## config.mk

```make
export PLATFORM = sky130hd
export DESIGN_NAME = ysyx_24100006_pipe_ctrl
export DESIGN_NICKNAME = d
export VERILOG_FILES = /design/src/rtl/ysyx_24100006_pipe_pkg.sv /design/src/rtl/ysyx_24100006_scoreboard.sv /design/src/rtl/ysyx_24100006_pipe_ctrl.sv
export SDC_FILE = /design/constraint.sdc
export NUM_CORES = 1
export LEC_CHECK = 0
export ABC_AREA = 1
export BUFFER_PORTS_ARGS = -buffer_cell sky130_fd_sc_hd__buf_2
export CORE_ASPECT_RATIO = 2
export CORE_MARGIN = 2
export CORE_UTILIZATION = 32
export DETAILED_ROUTE_END_ITERATION = 6
export GPL_TIMING_DRIVEN = 0
export MAX_ROUTING_LAYER = met4
export SYNTH_ARGS = -nofsm -noshare
export SYNTH_HDL_FRONTEND = slang
export SYNTH_SLANG_ARGS = --single-unit
```

## constraint.sdc

```tcl
create_clock -name clk -period 3.3 [get_ports clk]
set_input_delay 0.495 -clock clk [delete_from_list [all_inputs] [get_ports clk]]
set_output_delay 0.495 -clock clk [all_outputs]
set_load 0.005 [all_outputs]
```

## src/rtl/ysyx_24100006_pipe_pkg.sv

```systemverilog
// Shared types and widths for the pipeline hazard/flow controller.
package ysyx_24100006_pipe_pkg;

   localparam int GPR_AW   = 4;
   localparam int NUM_GPR  = 16;
   localparam int SB_CNT_W = 2;
   localparam int INFL_W   = 2;
   localparam int PERF_W   = 32;

   localparam logic [SB_CNT_W-1:0] SB_CNT_MAX = 2'd3;
   localparam logic [INFL_W-1:0]   INFL_MAX   = 2'd3;

   typedef enum logic [1:0] {
      ST_RUN   = 2'd0,
      ST_DRAIN = 2'd1,
      ST_FLUSH = 2'd2,
      ST_HALT  = 2'd3
   } pipe_state_t;

endpackage

```

## src/rtl/ysyx_24100006_scoreboard.sv

```systemverilog
// GPR write scoreboard: per-register count of in-flight writers (x1..x15).
module ysyx_24100006_scoreboard
   import ysyx_24100006_pipe_pkg::*;
(
   input  logic              clk,
   input  logic              reset,
   input  logic              inc_valid,
   input  logic [GPR_AW-1:0] inc_addr,
   input  logic              dec_valid,
   input  logic [GPR_AW-1:0] dec_addr,
   input  logic [GPR_AW-1:0] rs1_addr,
   input  logic [GPR_AW-1:0] rs2_addr,
   input  logic [GPR_AW-1:0] rd_addr,
   output logic              rs1_busy,
   output logic              rs2_busy,
   output logic              rd_full,
   output logic              dec_err
);

   // entry 0 is a constant zero so lookups never need a range guard
   logic [NUM_GPR-1:0][SB_CNT_W-1:0] cnt;

   logic inc_act;
   logic dec_act;
   logic same_reg;

   assign inc_act  = inc_valid && (inc_addr != '0);
   assign dec_act  = dec_valid && (dec_addr != '0);
   assign same_reg = inc_act && dec_act && (inc_addr == dec_addr);

   assign rs1_busy = (rs1_addr != '0) && (cnt[rs1_addr] != '0);
   assign rs2_busy = (rs2_addr != '0) && (cnt[rs2_addr] != '0);
   assign rd_full  = (rd_addr  != '0) && (cnt[rd_addr] == SB_CNT_MAX);
   // underflow: a retirement with no writer recorded (and no matching issue)
   assign dec_err  = dec_act && !same_reg && (cnt[dec_addr] == '0);

   // count update; simultaneous inc/dec on one register cancels, zero saturates
   always_ff @(posedge clk or posedge reset) begin
      if (reset) begin
         cnt <= '0;
      end else begin
         cnt[0] <= '0;
         for (int i = 1; i < NUM_GPR; i++) begin
            if (!same_reg) begin
               if (inc_act && (inc_addr == GPR_AW'(i)))
                  cnt[i] <= cnt[i] + 1'b1;
               else if (dec_act && (dec_addr == GPR_AW'(i)) && (cnt[i] != '0))
                  cnt[i] <= cnt[i] - 1'b1;
            end
         end
      end
   end

endmodule

```

## src/rtl/ysyx_24100006_pipe_ctrl.sv

```systemverilog
// Pipeline flow controller: RAW scoreboard stall, serialisation drain,
// one-cycle redirect flush and ebreak halt.
// Optional perf counters enabled by defining YSYX_24100006_PIPE_PERF_EN.
module ysyx_24100006_pipe_ctrl
   import ysyx_24100006_pipe_pkg::*;
(
   input  logic              clk,
   input  logic              reset,
   input  logic              id_valid_i,
   input  logic [GPR_AW-1:0] id_rs1_addr_i,
   input  logic [GPR_AW-1:0] id_rs2_addr_i,
   input  logic [GPR_AW-1:0] id_rd_addr_i,
   input  logic              id_rs1_used_i,
   input  logic              id_rs2_used_i,
   input  logic              id_gpr_write_i,
   input  logic              id_serial_i,
   input  logic              ex_in_ready_i,
   input  logic              redirect_valid_i,
   input  logic [31:0]       redirect_pc_i,
   input  logic              wb_valid_i,
   input  logic              wb_gpr_write_i,
   input  logic              wb_is_break_i,
   input  logic [GPR_AW-1:0] wb_rd_addr_i,
   output logic              id_ready_o,
   output logic              issue_o,
   output logic              flush_if_id_o,
   output logic              ifu_redirect_valid_o,
   output logic              halt_o,
   output logic              sb_err_o,
   output logic [31:0]       ifu_redirect_pc_o,
   output logic [1:0]        state_o,
   output logic [PERF_W-1:0] perf_raw_stall_o,
   output logic [PERF_W-1:0] perf_flush_o
);

   pipe_state_t       state, state_nxt;
   logic [INFL_W-1:0] inflight;
   logic              pc_capture;
   logic              rs1_busy, rs2_busy, rd_full, sb_dec_err;
   logic              raw_stall, serial_block, infl_err;

   ysyx_24100006_scoreboard u_sb (
      .clk       (clk),
      .reset     (reset),
      .inc_valid (issue_o && id_gpr_write_i),
      .inc_addr  (id_rd_addr_i),
      .dec_valid (wb_valid_i && wb_gpr_write_i),
      .dec_addr  (wb_rd_addr_i),
      .rs1_addr  (id_rs1_addr_i),
      .rs2_addr  (id_rs2_addr_i),
      .rd_addr   (id_rd_addr_i),
      .rs1_busy  (rs1_busy),
      .rs2_busy  (rs2_busy),
      .rd_full   (rd_full),
      .dec_err   (sb_dec_err)
   );

   assign raw_stall    = id_valid_i && ((id_rs1_used_i && rs1_busy) ||
                                        (id_rs2_used_i && rs2_busy) ||
                                        (id_gpr_write_i && rd_full));
   assign serial_block = id_serial_i && (inflight != '0);
   // reset gating keeps the combinational handshake quiet while reset is held
   assign issue_o      = id_valid_i && ex_in_ready_i && !raw_stall && !redirect_valid_i &&
                         (state == ST_RUN) && !serial_block && (inflight != INFL_MAX) && !reset;
   assign id_ready_o   = issue_o;
   assign infl_err     = wb_valid_i && !issue_o && (inflight == '0);

   assign state_o              = state;
   assign flush_if_id_o        = (state == ST_FLUSH);
   assign ifu_redirect_valid_o = (state == ST_FLUSH);
   assign halt_o               = (state == ST_HALT);

   // next-state: break retirement wins over everything, redirect only from RUN/DRAIN
   always_comb begin
      state_nxt  = state;
      pc_capture = 1'b0;
      if (wb_valid_i && wb_is_break_i) begin
         state_nxt = ST_HALT;
      end else begin
         case (state)
            ST_RUN: begin
               if (redirect_valid_i) begin
                  state_nxt  = ST_FLUSH;
                  pc_capture = 1'b1;
               end else if (id_valid_i && id_serial_i && (inflight != '0)) begin
                  state_nxt = ST_DRAIN;
               end
            end
            ST_DRAIN: begin
               if (redirect_valid_i) begin
                  state_nxt  = ST_FLUSH;
                  pc_capture = 1'b1;
               end else if (inflight == '0) begin
                  state_nxt = ST_RUN;
               end
            end
            ST_FLUSH: state_nxt = ST_RUN;
            ST_HALT:  state_nxt = ST_HALT;
            default:  state_nxt = ST_RUN;
         endcase
      end
   end

   // state register and captured redirect target
   always_ff @(posedge clk or posedge reset) begin
      if (reset) begin
         state             <= ST_RUN;
         ifu_redirect_pc_o <= '0;
      end else begin
         state <= state_nxt;
         if (pc_capture) ifu_redirect_pc_o <= redirect_pc_i;
      end
   end

   // in-flight instruction count; retirements tracked in every state
   always_ff @(posedge clk or posedge reset) begin
      if (reset) begin
         inflight <= '0;
      end else begin
         case ({issue_o, wb_valid_i})
            2'b10:   inflight <= inflight + 1'b1;
            2'b01:   if (inflight != '0) inflight <= inflight - 1'b1;
            default: inflight <= inflight;
         endcase
      end
   end

   // sticky underflow flag from either counter
   always_ff @(posedge clk or posedge reset) begin
      if (reset)                       sb_err_o <= 1'b0;
      else if (sb_dec_err || infl_err) sb_err_o <= 1'b1;
   end

`ifdef YSYX_24100006_PIPE_PERF_EN
   // wrapping counters: RAW-stalled ID cycles and FLUSH entries
   always_ff @(posedge clk or posedge reset) begin
      if (reset) begin
         perf_raw_stall_o <= '0;
         perf_flush_o     <= '0;
      end else begin
         if (raw_stall) perf_raw_stall_o <= perf_raw_stall_o + 1'b1;
         if (pc_capture && (state_nxt == ST_FLUSH)) perf_flush_o <= perf_flush_o + 1'b1;
      end
   end
`else
   assign perf_raw_stall_o = '0;
   assign perf_flush_o     = '0;
`endif

endmodule
```

Word level (Yosys, flattened, before mapping)
Index checks and enable logic that the tools add are counted.
W data, S select, Z words.

storage, ports and cells
  bits of input ports = 60
  output and inout bits = 104
  word-level logic and storage cells = 287
  bits in registers = 67

operators by class
  magnitude comparators = 4
  bitwise gates (word level) = 1
  add/sub/neg operators = 32
  eq/ne operators = 41
  reductions and logical operators = 141
  muxes and demuxes = 49

operators with widths
  cell                   number
  $mux W2                40
  $logic_and A1 B1 Y1    73
  $reduce_bool A2 Y1     34
  $eq A4 B4 Y1 const B   16
  $reduce_and A2 Y1      17
  $add A2 B1 Y2 const B  16
  $bmux W2 S4            4
  $eq A4 B3 Y1 const B   8
  $sub A2 B1 Y2 const B  16
  $lt A4 B5 Y1 const B   4
  $eq A4 B2 Y1 const B   4
  $reduce_bool A4 Y1     4
  $eq A2 B2 Y1 const B   4
  $eq A4 B1 Y1 const B   2
  $pmux W2 S4            1
  $logic_not A1 Y1       6
  $logic_not A2 Y1       3
  $eq A2 B1 Y1 const B   2
  $eq A4 B4 Y1           1
  $ne A2 B2 Y1 const B   2
  $ne A4 B2 Y1 const B   1
  $ne A4 B4 Y1 const B   1
  $pmux W2 S2            1
  $logic_or A1 B1 Y1     3
  other kinds (3)        5

Logic depth before layout (Yosys ltp)
Gate-level depths: netlist of run 1.

  depth in word-level cells = 23
  mapped depth = 19
  gate-level depth less buffers = 17

By module
Synthesis of run 1 repeated with hierarchy kept, for this count alone.

unflattened totals
  cell total of the unflattened synthesis = 661
  area total of the unflattened synthesis = 4964.8 µm²

modules (own cells, without submodules)
  module                    area each (µm²)  instances  cells each  seq. area each (µm²)
  ysyx_24100006_scoreboard  2748.9           1          465         750.7
  ysyx_24100006_pipe_ctrl   2215.9           1          196         925.9

Worst setup path after synthesis of run 1
No wires, ideal clock.

  path kind = in2reg
  start = input id_rd_addr_i[1]
  end = register u_sb.cnt[5] (netlist name)
  arrival = 2.091 ns
  data required time = 3.179 ns
  setup time = 0.121 ns
  path buffers = 3
  cell stages on the path = 17
  slack = 1.088 ns
  cell sequence = buf_4 -> buf_2 -> nand3_1 -> o21ai_1 -> nor2_1 -> nor2_1 -> nor2_1 -> nand2_1 -> nand3_2 -> nand3_4 -> nor2_4 -> nand2_4 -> buf_8 -> nand2_4 -> nor2_1 -> nor2_1 -> nor2_1

between the ends
  longest elaborated chain between the ends = 20
  elaborated cells on any way between the ends = 26
  those cells by class = eq/ne (3); mux (3); bitwise (1); reduce/logical (19)

ends and longest elaborated chain
  element                             RTL line                        RTL
  from (decl)                         ysyx_24100006_pipe_ctrl.sv:12   input logic [GPR_AW-1:0] id_rd_addr_i,
  $bmux W2 S4                         ysyx_24100006_scoreboard.sv:33  assign rd_full = (rd_addr != '0) && (cnt[rd_addr] == SB_CNT_MAX);
  $mux W2 (not written as such)       ysyx_24100006_scoreboard.sv:33
  $eq A2 B2 Y1                        ysyx_24100006_scoreboard.sv:33
  $logic_and A1 B1 Y1                 ysyx_24100006_scoreboard.sv:33
  $logic_and A1 B1 Y1                 ysyx_24100006_pipe_ctrl.sv:60   (id_gpr_write_i && rd_full));
  $logic_or A1 B1 Y1                  ysyx_24100006_pipe_ctrl.sv:59   (id_rs2_used_i && rs2_busy) ||
  $logic_and A1 B1 Y1                 ysyx_24100006_pipe_ctrl.sv:58   assign raw_stall = id_valid_i && ((id_rs1_used_i && rs1_busy) ||
  $logic_not A1 Y1                    ysyx_24100006_pipe_ctrl.sv:63   assign issue_o = id_valid_i && ex_in_ready_i && !raw_stall && !redirect_valid_i &&
  $logic_and A1 B1 Y1 (3 in series)   ysyx_24100006_pipe_ctrl.sv:63
  $logic_and A1 B1 Y1 (3 in series)   ysyx_24100006_pipe_ctrl.sv:64   (state == ST_RUN) && !serial_block && (inflight != INFL_MAX) && !reset;
  $logic_and A1 B1 Y1                 ysyx_24100006_pipe_ctrl.sv:45   .inc_valid (issue_o && id_gpr_write_i),
  $logic_and A1 B1 Y1                 ysyx_24100006_scoreboard.sv:27  assign inc_act = inc_valid && (inc_addr != '0);
  $logic_and A1 B1 Y1 (2 in series)   ysyx_24100006_scoreboard.sv:29  assign same_reg = inc_act && dec_act && (inc_addr == dec_addr);
  $not A1 Y1 (no source line)         n/a
  $reduce_and A2 Y1 (no source line)  n/a
  to (signal, indexed assignment)     ysyx_24100006_scoreboard.sv:46  cnt[i] <= cnt[i] + 1'b1;
  to (signal, indexed assignment)     ysyx_24100006_scoreboard.sv:48  cnt[i] <= cnt[i] - 1'b1;
  to (decl)                           ysyx_24100006_scoreboard.sv:21  logic [NUM_GPR-1:0][SB_CNT_W-1:0] cnt;

Parallel ways exist; a longest one is shown, timed or not. The select of a mux whose other input is x is not followed.
A chain may end at the register's enable or synchronous reset.

Worst setup path after layout of run 1
  start = register u_sb.cnt[16] (netlist name)
  end = output issue_o

between the ends
  longest elaborated chain between the ends = 15
  elaborated cells on any way between the ends = 25
  those cells by class = eq/ne (1); mux (6); reduce/logical (18)

ends and longest elaborated chain
  element                                 RTL line                                                        RTL
  $bmux W2 S4 (on tied branches)          ysyx_24100006_scoreboard.sv:31, ysyx_24100006_scoreboard.sv:32
  $mux W2 (on tied branches)              ysyx_24100006_scoreboard.sv:31, ysyx_24100006_scoreboard.sv:32
  $reduce_bool A2 Y1 (on tied branches)   ysyx_24100006_scoreboard.sv:31, ysyx_24100006_scoreboard.sv:32
  $logic_and A1 B1 Y1 (on tied branches)  ysyx_24100006_scoreboard.sv:31, ysyx_24100006_scoreboard.sv:32
  $logic_and A1 B1 Y1 (on tied branches)  ysyx_24100006_pipe_ctrl.sv:58, ysyx_24100006_pipe_ctrl.sv:59
  $logic_or A1 B1 Y1                      ysyx_24100006_pipe_ctrl.sv:58
  $logic_or A1 B1 Y1 (*)                  ysyx_24100006_pipe_ctrl.sv:59
  $logic_and A1 B1 Y1 (*)                 ysyx_24100006_pipe_ctrl.sv:58
  $logic_not A1 Y1 (*)                    ysyx_24100006_pipe_ctrl.sv:63
  $logic_and A1 B1 Y1 (*) (3 in series)   ysyx_24100006_pipe_ctrl.sv:63
  $logic_and A1 B1 Y1 (*) (3 in series)   ysyx_24100006_pipe_ctrl.sv:64
  to (decl)                               ysyx_24100006_pipe_ctrl.sv:25                                   output logic issue_o,

Mark *: on every way between the ends. The rest lies on a longest branch, timed or not. The select of a mux whose other input is x is not followed.

==> results of run 1 <==
==> routing by layer <==
metal	part of all wire, %	global-route usage [%]	up-vias
li1	-	-	2425
met1	34	17.62	2195
met2	54	35.74	218
met3	5.4	3.344	71
met4	6.7	14.65	0
met5	0	-	-
==> area by class of cell <==
class / instances / area, um^2
Fill cell: 1692 / 9343
Multi-Input combinational cell: 537 / 2790
Timing Repair Buffer: 96 / 495.5
Inverter: 69 / 261.5
Clock buffer: 10 / 229.0
Buffer: 83 / 605.6
Clock inverter: 6 / 41.29
Sequential cell: 67 / 1677
Antenna cell: 1 / 2.502
Tap cell: 201 / 251.5
==> logic make-up (layout without fill, tap and decap cells) <==
kind of cell | Yosys count | after routing
other | 1 | 65
buffers and inverters | 152 | 264
XOR/XNOR | 20 | 20
flip-flops | 67 | 67
multiplexers | 32 | 32
AND/OR/NAND/NOR | 389 | 389
AO/OA/AOI/OAI | 32 | 32
==> placed cells by master, fill, tap and decap left out, drive strengths merged, types with 2 or more instances in the layout <==
cell type / n
nand2: 180
buf: 177
nor2: 111
inv: 70
dfrtp: 67
conb: 64
nand3: 53
mux2: 32
nand4: 20
nor3: 19
xor2: 16
o21ai: 14
clkbuf: 12
a21oi: 9
o211ai: 4
xnor2: 4
clkinvlp: 3
and2: 2
nor4: 2
clkinv: 2
==> worst paths after layout <==
kind / startpoint / end / slack, ns / cells past startpoint
max: u_sb.cnt[16]$_DFFE_PP0P_ / issue_o / 0.52 / 10
min: reset / state_o[1]$_DFFE_PP0P_ / 0.14 / 2
max reg2reg: u_sb.cnt[16]$_DFFE_PP0P_ / u_sb.cnt[17]$_DFFE_PP0P_ / 0.65 / 14
min reg2reg: inflight[0]$_DFFE_PP0P_ / inflight[0]$_DFFE_PP0P_ / 0.50 / 1
max in group asynchronous: reset / ifu_redirect_pc_o[22]$_DFFE_PP0P_ / 2.60 / 3
min in group clk: redirect_pc_i[0] / ifu_redirect_pc_o[0]$_DFFE_PP0P_ / 0.38 / 2
==> through the flow <==
step | utilization (%) | instance area (um^2)
detailed placement | 38.74 | 6081
global route | 40.48 | 6354
finish | 40.48 | 6354
CTS | 40.46 | 6351
floorplan | - | 5331
global placement | 38.60 | 6058
==> power by group through the flow <==
stage          sequential (mW)  combinational, mW  clock [mW]
2_1_floorplan             1.42              0.979           0
3_3_place_gp              1.45               1.54           0
3_5_place_dp              1.47               1.56           0
4_1_cts                   1.46               1.56       0.921
5_1_grt                   1.50               1.74       0.960
6_report                  1.45               1.56       0.895
==> registers in the layout, summed over array words and instances, names as in the netlist <==
name	flops
ifu_redirect_pc_o	32
u_sb.cnt	30
inflight	2
state_o	2
sb_err_o	1
==> results.yml, run 1 <==
outcome:
  status: "complete, no violations"
final_layout:
  area_growth_pct: 24.71
  drive_above_1_share_pct: 30.76
  final_nets: 923
  finalNonFillerCells: 1070
setup_path:
  worstSetupEndpointType: "primary output"
  crit_type: "flip-flop to primary output"
  cp_cell_sequence: "nor2_1 > and2_1 > nor2_1 > nand2_1 > nand3_1 > a21oi_1 > nand3_4 > inv_1 > buf_4 > buf_2"
  setup.worst_path.start_class: "flip-flop"
  slowest_delay_ns: 0.42
  crit_top_cell: "nor2_1"
  cp_slowest_cell: "dfrtp_1"
  path_buf_inv: 3
  critical_path.max_fanout: 5
  cp.required_ns: 2.80
  arrival_ns: 2.28
  critPathTopFamily: "simple AND/OR/NAND/NOR gates"
pwr:
  power_switching_mw: 1.542
  pwr-share-seq_pct: 37.2
  p_sw_share_pct: 39.41
  vdd_ir_drop_max_mv: 0.3434
  clock_power_share_pct: 22.9
  total_power_mw: 3.913
  p_comb_share_pct: 39.9
  power_density_nw_per_um2: 615.8
  p_leak_nw: 3.408
  internal_power_mw: 2.371
synthesis:
  syn_area_um2: 5095
  synth_commonest_cells: "nand2_1 (161), nor2_1 (106), buf_4 (69)"
  seq_area_frac_synth_pct: 32.91
  yosys_register_bits: 67
  yosysMostFrequentCell: "nand2_1"
  synth_edf_count: 0
  synth-compound-area-share_pct: 3.708
  synth_top_family_by_area: "simple AND/OR/NAND/NOR gates"
  synthSimpleGateAreaFrac_pct: 35.83
  synth_xor_area_share_pct: 3.438
  synth-main-ff-cell: "dfrtp_1"
  yosys_warnings: 0
  synth_fa_ha_area_share_pct: 0
  synth_cell_type_count: 39
  synth_area_leaders: "dfrtp_1 (33%), nand2_1 (12%), buf_4 (10%)"
  yosys.area.top_type: "dfrtp_1"
  netlist_instances: 693
  synth.mux.area_fraction_pct: 7.073
  yosysTopAreaCellShare_pct: 32.91
  async_flop_share_pct: 100.0
  avgSynthCellArea_um2: 7.352
floorplanning:
  core_um2: 15700
  dieWidth_um: 93.23
  die_area_um2: 17010
  chipHeight_um: 182.4
  start_util_pct: 32.46
  rows: 65
  ios: 164
detailed_routing:
  drtAntennaViolNets: 0
  route.detailed.drc: 0
  viasPerCell: 4.588
  wirelength_um: 15920
  num_vias: 4909
  drt_first_iter_violations: 238
  wl_per_cell_um: 14.88
  drt-pass1-iter-count: 5
clock_network:
  htree_levels: 3
  hold_buffers: 0
  clock_latency_ns: 0.35
  cts.sinks: 67
  clk_pin_slew_ns: 0.06
  cts_buffers: 9
  cts_resized: 0
  clock_path_buffers: 2
  cts_setup_buffers: 0
  cts_tree: "built"
  cts_root_buffer: "clkbuf_16"
global_routing:
  grt_max_degree: 39
  grt_overflow: 0
  grt_pass1_wl_um: 24420
  track_usage_pct: 19.66
  grt_pass1_vias: 4796
  antenna_found_initial: 1
sta:
  rsz0062_at_grt: "no"
  fmax_mhz: 359.8
  fin_worst_skew_ns: 0.007955
  hold_slack_ns: 0.1431
  hold_violations: 0
  finalCritPeriodShare_pct: 84.22
  setup_slack_ns: 0.5209
  fin_setup_tns_ns: 0
  min_period_ns: 2.779
  relSlewSlack_pct: 59.15
  slew_violations: 0
  setup-violations-final: 0
  worst_slew_pin_slew_ns: 0.6128
placement:
  port_buffers: 95
  gp_congestion: 1.038
  dp_worst_setup_slack_ns: 0.5209
  post-place-cells: 1053
  hpwl_um: 12790
hold_path:
  hp-class: "input port to async pin"
run:
  max_cap_violations: 0
No activity file was read; power rests on OpenSTA's default activity.
==> run 2, diff against run 1 <==
--- a/config.mk
+++ b/config.mk
@@ -5,7 +5,7 @@
 export SDC_FILE = /design/constraint.sdc
 export NUM_CORES = 1
 export LEC_CHECK = 0
-export ABC_AREA = 1
+export ABC_AREA = 0
 export BUFFER_PORTS_ARGS = -buffer_cell sky130_fd_sc_hd__buf_2
 export CORE_ASPECT_RATIO = 2
 export CORE_MARGIN = 2
==> constraint.sdc (replaced) <==
create_clock -name clk -period 2.9 [get_ports clk]
set_input_delay 0.435 -clock clk [delete_from_list [all_inputs] [get_ports clk]]
set_output_delay 0.435 -clock clk [all_outputs]
set_load 0.005 [all_outputs]
==> run 2 against run 1 <==
  * Critical path depth decreased by 3
  * First-iteration DRC count grew 16%
  * Cell count fell by 19%
  * Synthesized cell count decreased by 28%
  * Setup slack worse by 0.46 ns
  * Count of clock-buffer cells in the layout stayed put
  * Worst hold slack improved by 0.14 ns
  * Total power fell by 8.2%
  * Synthesized area shrank 8.5%
  * Cell area is 5.1% lower
  * Wire length down 2.3%
  * Critical path type unchanged
  * Largest cell class unchanged
==> results.yml, run 2 <==
outcome:
  status: "complete, no violations"
synthesis:
  synth_cell_type_count: 56
  synth_area_leaders: "dfrtp_1 (36%), buf_4 (11%), mux2_2 (8.2%)"
  synth-main-ff-cell: "dfrtp_1"
  yosys_warnings: 0
  netlist_instances: 500
  yosysTopAreaCellShare_pct: 35.98
  yosys.area.top_type: "dfrtp_1"
  avgSynthCellArea_um2: 9.319
  async_flop_share_pct: 100.0
  synth_commonest_cells: "buf_4 (67), dfrtp_1 (67), nor2_1 (55)"
  syn_area_um2: 4659
  yosys_register_bits: 67
  synth_edf_count: 0
  seq_area_frac_synth_pct: 35.98
setup_path:
  arrival_ns: 2.40
  critPathTopFamily: "simple AND/OR/NAND/NOR gates"
  slowest_delay_ns: 0.63
  setup.worst_path.start_class: "flip-flop"
  cp_slowest_cell: "mux4_1"
  critical_path.max_fanout: 6
  r2r-end: "u_sb.cnt[5]$_DFFE_PP0P_"
  path_buf_inv: 2
  cp.required_ns: 2.47
  rr_worst_depth: 10
  cp_cell_sequence: "mux4_1 > nor3_1 > a31oi_1 > and4_4 > nor3_4 > buf_4 > buf_2"
  crit_type: "flip-flop to primary output"
  r2r_start: "u_sb.cnt[20]$_DFFE_PP0P_"
  r2r_slack_ns: 0.12
  worstSetupEndpointType: "primary output"
sta:
  hold_slack_ns: 0.2815
  hold_violations: 0
  relSlewSlack_pct: 24.52
  fmax_mhz: 352.8
  worst_slew_pin_slew_ns: 1.130
  min_period_ns: 2.835
  slew_violations: 0
  fin_setup_tns_ns: 0
  rsz0062_at_grt: "no"
  fin_worst_skew_ns: 0.009483
  setup-violations-final: 0
  finalCritPeriodShare_pct: 97.75
final_layout:
  area_growth_pct: 29.38
  seq_area_um2: 1679
  diodes: 0
  finalNonFillerCells: 871
  finish.utilization_pct: 42.23
  drive_above_1_share_pct: 39.18
  final_cell_mix: "buf_2 (93), buf_4 (76), dfrtp_1 (65), conb_1 (64), nor2_1 (53)"
  reg.largest.list: "ifu_redirect_pc_o x32, u_sb.cnt x30"
  regMostFlops: "ifu_redirect_pc_o"
  final_nets: 734
  largest_register_ffs: 32
  fillerInstances: 1483
  final_common_cell: "buf_2"
  multi_input_area_um2: 2594
pwr:
  power_switching_mw: 1.067
  p_leak_nw: 2.846
  clock_power_share_pct: 32.8
  vdd_ir_drop_max_mv: 0.3157
  power_density_nw_per_um2: 596.0
  p_sw_share_pct: 29.70
  internal_power_mw: 2.526
  p_comb_share_pct: 29.7
  pwr-share-seq_pct: 37.5
floorplanning:
  start_util_pct: 32.64
  chipHeight_um: 174.7
  die_area_um2: 15600
  core_um2: 14270
  rows: 62
  dieWidth_um: 89.33
  ios: 164
hold_path:
  hp-class: "input port to async pin"
global_routing:
  grt_max_degree: 68
  antenna_found_initial: 0
  met2_usage_pct: 36.33
  grt_pass1_vias: 4246
  gr-max-usage-layer: "met2"
  grtUsageMet3_pct: 3.259
  track_usage_pct: 20.86
  use_met1_pct: 18.24
  grt_pass1_wl_um: 23050
  grt_overflow: 0
clock_network:
  hold_buffers: 0
  htree_levels: 3
  cts_buffers: 9
  clk_pin_slew_ns: 0.05
  clock_latency_ns: 0.34
  cts_tree: "built"
  clock_path_buffers: 2
  cts.sinks: 67
  cts_root_buffer: "clkbuf_16"
run:
  max_cap_violations: 0
detailed_routing:
  route.detailed.drc: 0
  wirelength_um: 15560
  drt_first_iter_violations: 275
  drtAntennaViolNets: 0
  wl_per_cell_um: 17.86
  viasPerCell: 5.011
  num_vias: 4365
  drt-pass1-iter-count: 7
placement:
  port_buffers: 91
  gp_congestion: 0.9760
  post-place-cells: 846
  hpwl_um: 12730
[run 2: cell types whose count changed in the layout (fill, tap and decap cells not counted), sizes merged, moves of 14 or more]
cell    before  now
nand2      180   34
a21oi        9   38
nor2       111   55
inv         70   11
clkbuf      12   26
nand3       53   11
[run 2: logic make-up (layout without fill, tap and decap cells)]
family	count (synthesis)	in the layout	share of synthesized area, %
buffers and inverters	101	217	14.04
muxes	45	45	13.35
DFF	67	67	35.98
xor gates and xnor gates	19	19	3.571
other	1	64	0.08048
and+or+nand+nor	176	176	19.28
AOI/OAI and AO/OA	91	91	13.70
[run 2: area by class of cell]
type / instances / area share, %
multi-input cells: 395 / 43.03
flip-flops and latches: 67 / 27.85
plain buffers: 90 / 10.29
repair buffers: 100 / 8.676
well taps: 192 / 3.985
clock buffers: 10 / 3.964
clock inverters: 6 / 1.474
inverters: 11 / 0.7264
[run 2: worst register-to-register path, cell delays in order, from the launching register on]
cell and delay, ns:
dfrtp_2 0.42, nor2_1 0.12, mux4_2 0.49, a221o_1 0.39
a211oi_4 0.28, buf_4 0.19, nor4_4 0.05, buf_4 0.17
buf_4 0.15, o41ai_1 0.27, o21ai_0 0.13
[run 2: metal layers]
layer,share of wire [%],vias to the layer above
met5,0,-
met4,9.6,0
met3,6.6,72
met2,52,263
met1,31,2017
li1,-,2013
[run 2: power by group through the flow]
stage / logic (mW) / clock network [mW] / registers (mW)
2_1_floorplan: 0.604 / 0 / 1.36
3_3_place_gp: 1.04 / 0 / 1.35
3_5_place_dp: 1.06 / 0 / 1.36
4_1_cts: 1.07 / 1.21 / 1.35
5_1_grt: 1.18 / 1.25 / 1.38
6_report: 1.07 / 1.18 / 1.35
[run 2: timing repair]
| action | 4_1_cts | 5_1_grt |
|---|---|---|
| buffers inserted | 3 | 6 |
| endpoints found under the setup margin | 26 | 23 |
| pin swaps | 2 | 4 |
| resized for setup | 7 | 13 |
[run 2: how the worst max path moves through the flow]
stage / cells after the start / start / end / slack [ns]
final: 7 / u_sb.cnt[26]$_DFFE_PP0P_ / issue_o / 0.07
after global routing: 10 / u_sb.cnt[20]$_DFFE_PP0P_ / u_sb.cnt[7]$_DFFE_PP0P_ / 0.0002
after CTS: 9 / id_rd_addr_i[1] / issue_o / 0.01
after detailed placement: 10 / id_rd_addr_i[1] / u_sb.cnt[2]$_DFFE_PP0P_ / -0.53
after global placement: 10 / id_rd_addr_i[1] / u_sb.cnt[10]$_DFFE_PP0P_ / -0.55
after floorplan: 10 / id_rd_addr_i[1] / u_sb.cnt[2]$_DFFE_PP0P_ / 0.30
[run 2: metrics by stage]
step                instance area (um^2)  worst slack (ns)  power [mW]
floorplan                           4896            0.3045       1.968
global placement                    5592           -0.5489       2.392
detailed placement                  5594           -0.5301       2.420
CTS                                 5967           0.01046       3.624
global route                        6028         0.0002496       3.814
finish                              6028           0.06515       3.593
